==> src/rtl/eightbit_pipe_subtractor.sv <==
// eightbit_pipe_subtractor: pipelined {bout,diff}=a-b-b_in, borrow chain over STAGES slices, valid/ready both sides; PIPE_SUB_SAT_EN clamps diff to 0 on borrow
module eightbit_pipe_subtractor #(
  parameter int WIDTH = 8,
  parameter int STAGES = 2
) (
  input  logic             clk,
  input  logic             rst,
  input  logic             in_valid,
  output logic             in_ready,
  input  logic [WIDTH-1:0] a,
  input  logic [WIDTH-1:0] b,
  input  logic             b_in,
  output logic             out_valid,
  input  logic             out_ready,
  output logic [WIDTH-1:0] diff,
  output logic             bout
);
  localparam int S = WIDTH / STAGES;
  logic adv;
  logic [WIDTH-1:0] res;
  assign adv = !out_valid || out_ready;
  assign in_ready = adv;
  for (genvar k = 0; k < STAGES; k++) begin : st
    logic [WIDTH-k*S-1:0] ai, bi;
    logic [k*S:0] di;
    logic vi;
    logic [S:0] r;
    logic [(k+1)*S:0] dn;
    always_comb begin
      r = {1'b0, ai[S-1:0]} - {1'b0, bi[S-1:0]} - (S+1)'(di[0]);
      dn = {r[S-1:0], di};
      dn[0] = r[S];
    end
    if (k == 0) begin : src
      assign ai = a;
      assign bi = b;
      assign di = b_in;
      assign vi = in_valid;
    end else begin : pipe
      always_ff @(posedge clk) begin
        if (rst) vi <= 1'b0;
        else if (adv) vi <= st[k-1].vi;
        if (adv) begin
          ai <= st[k-1].ai[WIDTH-(k-1)*S-1:S];
          bi <= st[k-1].bi[WIDTH-(k-1)*S-1:S];
          di <= st[k-1].dn;
        end
      end
    end
  end
`ifdef PIPE_SUB_SAT_EN
  assign res = st[STAGES-1].dn[0] ? '0 : st[STAGES-1].dn[WIDTH:1];
`else
  assign res = st[STAGES-1].dn[WIDTH:1];
`endif
  always_ff @(posedge clk) begin
    if (rst) begin
      out_valid <= 1'b0;
      diff <= '0;
      bout <= 1'b0;
    end else if (adv) begin
      out_valid <= st[STAGES-1].vi;
      if (st[STAGES-1].vi) begin
        diff <= res;
        bout <= st[STAGES-1].dn[0];
      end
    end
  end
endmodule
==> config.mk <==
export PLATFORM = sky130hd
export DESIGN_NAME = eightbit_pipe_subtractor
export DESIGN_NICKNAME = d
export VERILOG_FILES = /design/src/rtl/eightbit_pipe_subtractor.sv
export SDC_FILE = /design/constraint.sdc
export NUM_CORES = 1
export LEC_CHECK = 0
export CAP_MARGIN = 10
export CORE_UTILIZATION = 43
export DETAILED_ROUTE_END_ITERATION = 16
export PLACE_DENSITY_LB_ADDON = 0.25
export SLEW_MARGIN = 15
export SYNTH_ARGS = -nofsm -noshare
export SYNTH_HDL_FRONTEND = slang
export SYNTH_SLANG_ARGS = --single-unit
==> constraint.sdc <==
create_clock -name clk -period 2.4 [get_ports clk]
set_clock_uncertainty 0.2 [all_clocks]
set_input_delay 0.72 -clock clk [delete_from_list [all_inputs] [get_ports clk]]
set_output_delay 0.72 -clock clk [all_outputs]
set_load 0.02 [all_outputs]
==> metrics.cfg <==
[grt]
met3_usage_pct = 3.28
grt_first_pass_wirelength_um = 2950
grt_usage_pct = 15.0
gr-total-overflow = 0
grtUsageMet2_pct = 26.9
antenna_found_initial = 0
grt_pass1_vias = 701
grt-busiest-layer = met2
use_met1_pct = 15.5
grt_max_degree = 19

[power_and_ir_drop]
power.density_mw_per_mm2 = 596
p_leak_nw = 0.683
power.total_uw = 959
ir_drop_mv = 0.353

[run]
max_cap_viol_count = 0

[logic_synthesis]
ys_seq_area_share_pct = 50.7
ys_warn_count = 0
synthArstFlopShare_pct = 0
synth_cell_types = 24
synth-main-ff-cell = edfxtp_1
ys_seq_elements = 24
syn_inst = 107
syn_area_mm2 = 0.00120
syn_avg_cell_area_um2 = 11.2
synth_edf_count = 13
synth_fp_nets = 144

[min_path]
holdPathEnd = diff[7]
min_path_cells = 2
worstHoldStart = diff[7]
hp-class = flip-flop to flip-flop

[routing]
firstDrtPassIters = 4
postRouteAntennaNets = 0
dr.first_iter.drc_count = 8
vias = 830
wl_per_cell_um = 11.3
viasPerCell = 4.77
wirelength_um = 1960
drc = 0

[placement]
io_buffers = 31
dp_slack_ps = -525
place_inst = 170
gp_congestion = 0.767
dpl-instance-area_mm2 = 0.00157
hpwl_um = 1560

[worst_setup_path]
worstSetupEndpointType = output pin
required_ps = 1480
ff2ff_setup_slack_ps = 130
cp_max_fo = 2
crit_path_start_kind = input port
path_class = input port to output pin
r2r-end = bout
ff2ff_path_depth = 6
r2r_start = st[1].ai[0]
worstPathArrival_ps = 1470

[floorplanning]
rows = 18
die_w_um = 54.9
die-area_mm2 = 0.00301
io_pins = 32
start_util_pct = 46.9
die-height_um = 54.9
core-area_mm2 = 0.00257

[clocking]
cts_tree = yes
cts.sinks = 24
clk_pin_slew_worst_paths_ps = 120
cts_hold_buf = 0
cts_setup_buffers = 0
cts_resized = 12
h-tree-depth = 1
root_buffer = clkbuf_4
clockBufferDepth = 2
cts_buffers = 3
clkLatencyLatePin_ps = 310

[timing]
slew_headroom_pct = 70.9
final_max_slew_viol_count = 0
setup-violations-final = 0
max_freq_ghz = 0.419
worst_pin_slew_ps = 435
rsz0062_at_grt = false
finalCritPeriodShare_pct = 99.5
layout_setup_ws_ps = 11.8
timing.final.crit_period_ps = 2390
hold_violations = 0

[cells_and_area]
drive_above_1_share_pct = 13.2
final_cell_mix = clkdlybuf4s50_1, inv_1, edfxtp_1
diodes = 0
final_common_cell = clkdlybuf4s50_1
area_delta_synth_final_pct = 33.8
layoutNonFillerInstCount = 174
stdcell_area_mm2 = 0.00161
final_nets = 182

[outcome]
status = completed

[logic make-up (layout without fill, tap and decap cells)]
kind of cell	count (synthesis)	after routing	share of synthesized area (%)
flops	24	24	50.7
compound gates	17	17	8.63
buf+inv	20	57	6.86
fa+ha+maj	16	16	19.1
xor+xnor	6	6	4.37
simple gates	24	24	10.3
[stage by stage]
stage                     TNS [ps]  util, %  hold slack [ps]
after floorplan                  0        -              260
after global placement       -1990     61.1              244
after detailed placement     -2240     61.1              244
after CTS                        0     62.7              262
after global routing             0     62.7              283
final                            0     62.7              262
[where the power goes]
| group | switching, mW | total (mW) | leakage (nW) | internal [mW] |
|---|---|---|---|---|
| sequential | 0.0173 | 0.500 | 0.227 | 0.482 |
| clock | 0.118 | 0.211 | 0.0210 | 0.0928 |
| combinational | 0.118 | 0.248 | 0.436 | 0.130 |
[state kept, by name (all words and copies together), names as in the netlist]
| register | count |
|---|---|
| diff | 8 |
| st.di | 5 |
| st.ai | 4 |
| st.bi | 4 |
| bout | 1 |
| out_valid | 1 |
| st.vi | 1 |
[worst max path at each step]
stage / from / endpoint / slack (ps) / cells past startpoint
floorplan: b[0] / st[1].di[0] / 30 / 6
global placement: b[0] / st[1].di[0] / -460 / 7
detailed placement: b[0] / st[1].di[0] / -530 / 7
CTS: out_ready / in_ready / 3 / 3
global route: out_ready / in_ready / 2 / 3
finish: out_ready / in_ready / 10 / 3
[per-layer routing]
metal  part of all wire (%)  vias to the layer above
li1                       -                      423
met1                     41                      383
met2                     52                       20
met3                    4.3                        4
met4                    2.3                        0
met5                      0                        -
[critical path: stages]
cell and delay [ps]:
clkdlybuf4s50_1 450, nand2b_4 130, buf_2 160
[synth_stat cells, drive strengths merged, types with 2 or more instances]
master	number	area share [%]
inv	18	5.6
edfxtp	13	32
ha	12	12
nand2	12	3.7
dfxtp	11	18
a21oi	10	4.5
nor2	5	1.8
fa	4	6.7
nand2b	4	2.7
xor2	4	2.9
o21ai	3	1.2
a211oi	2	1.7
xnor2	2	1.5
[area by class of cell]
cell class	count	area [um2]
clock buffers	4	36.3
fillers	209	957
inverters	18	67.6
multi-input cells	63	527
flip-flops and latches	24	611
well taps	30	37.5
repair buffers	35	332
Note: power is estimated with default switching activity, not from simulation.
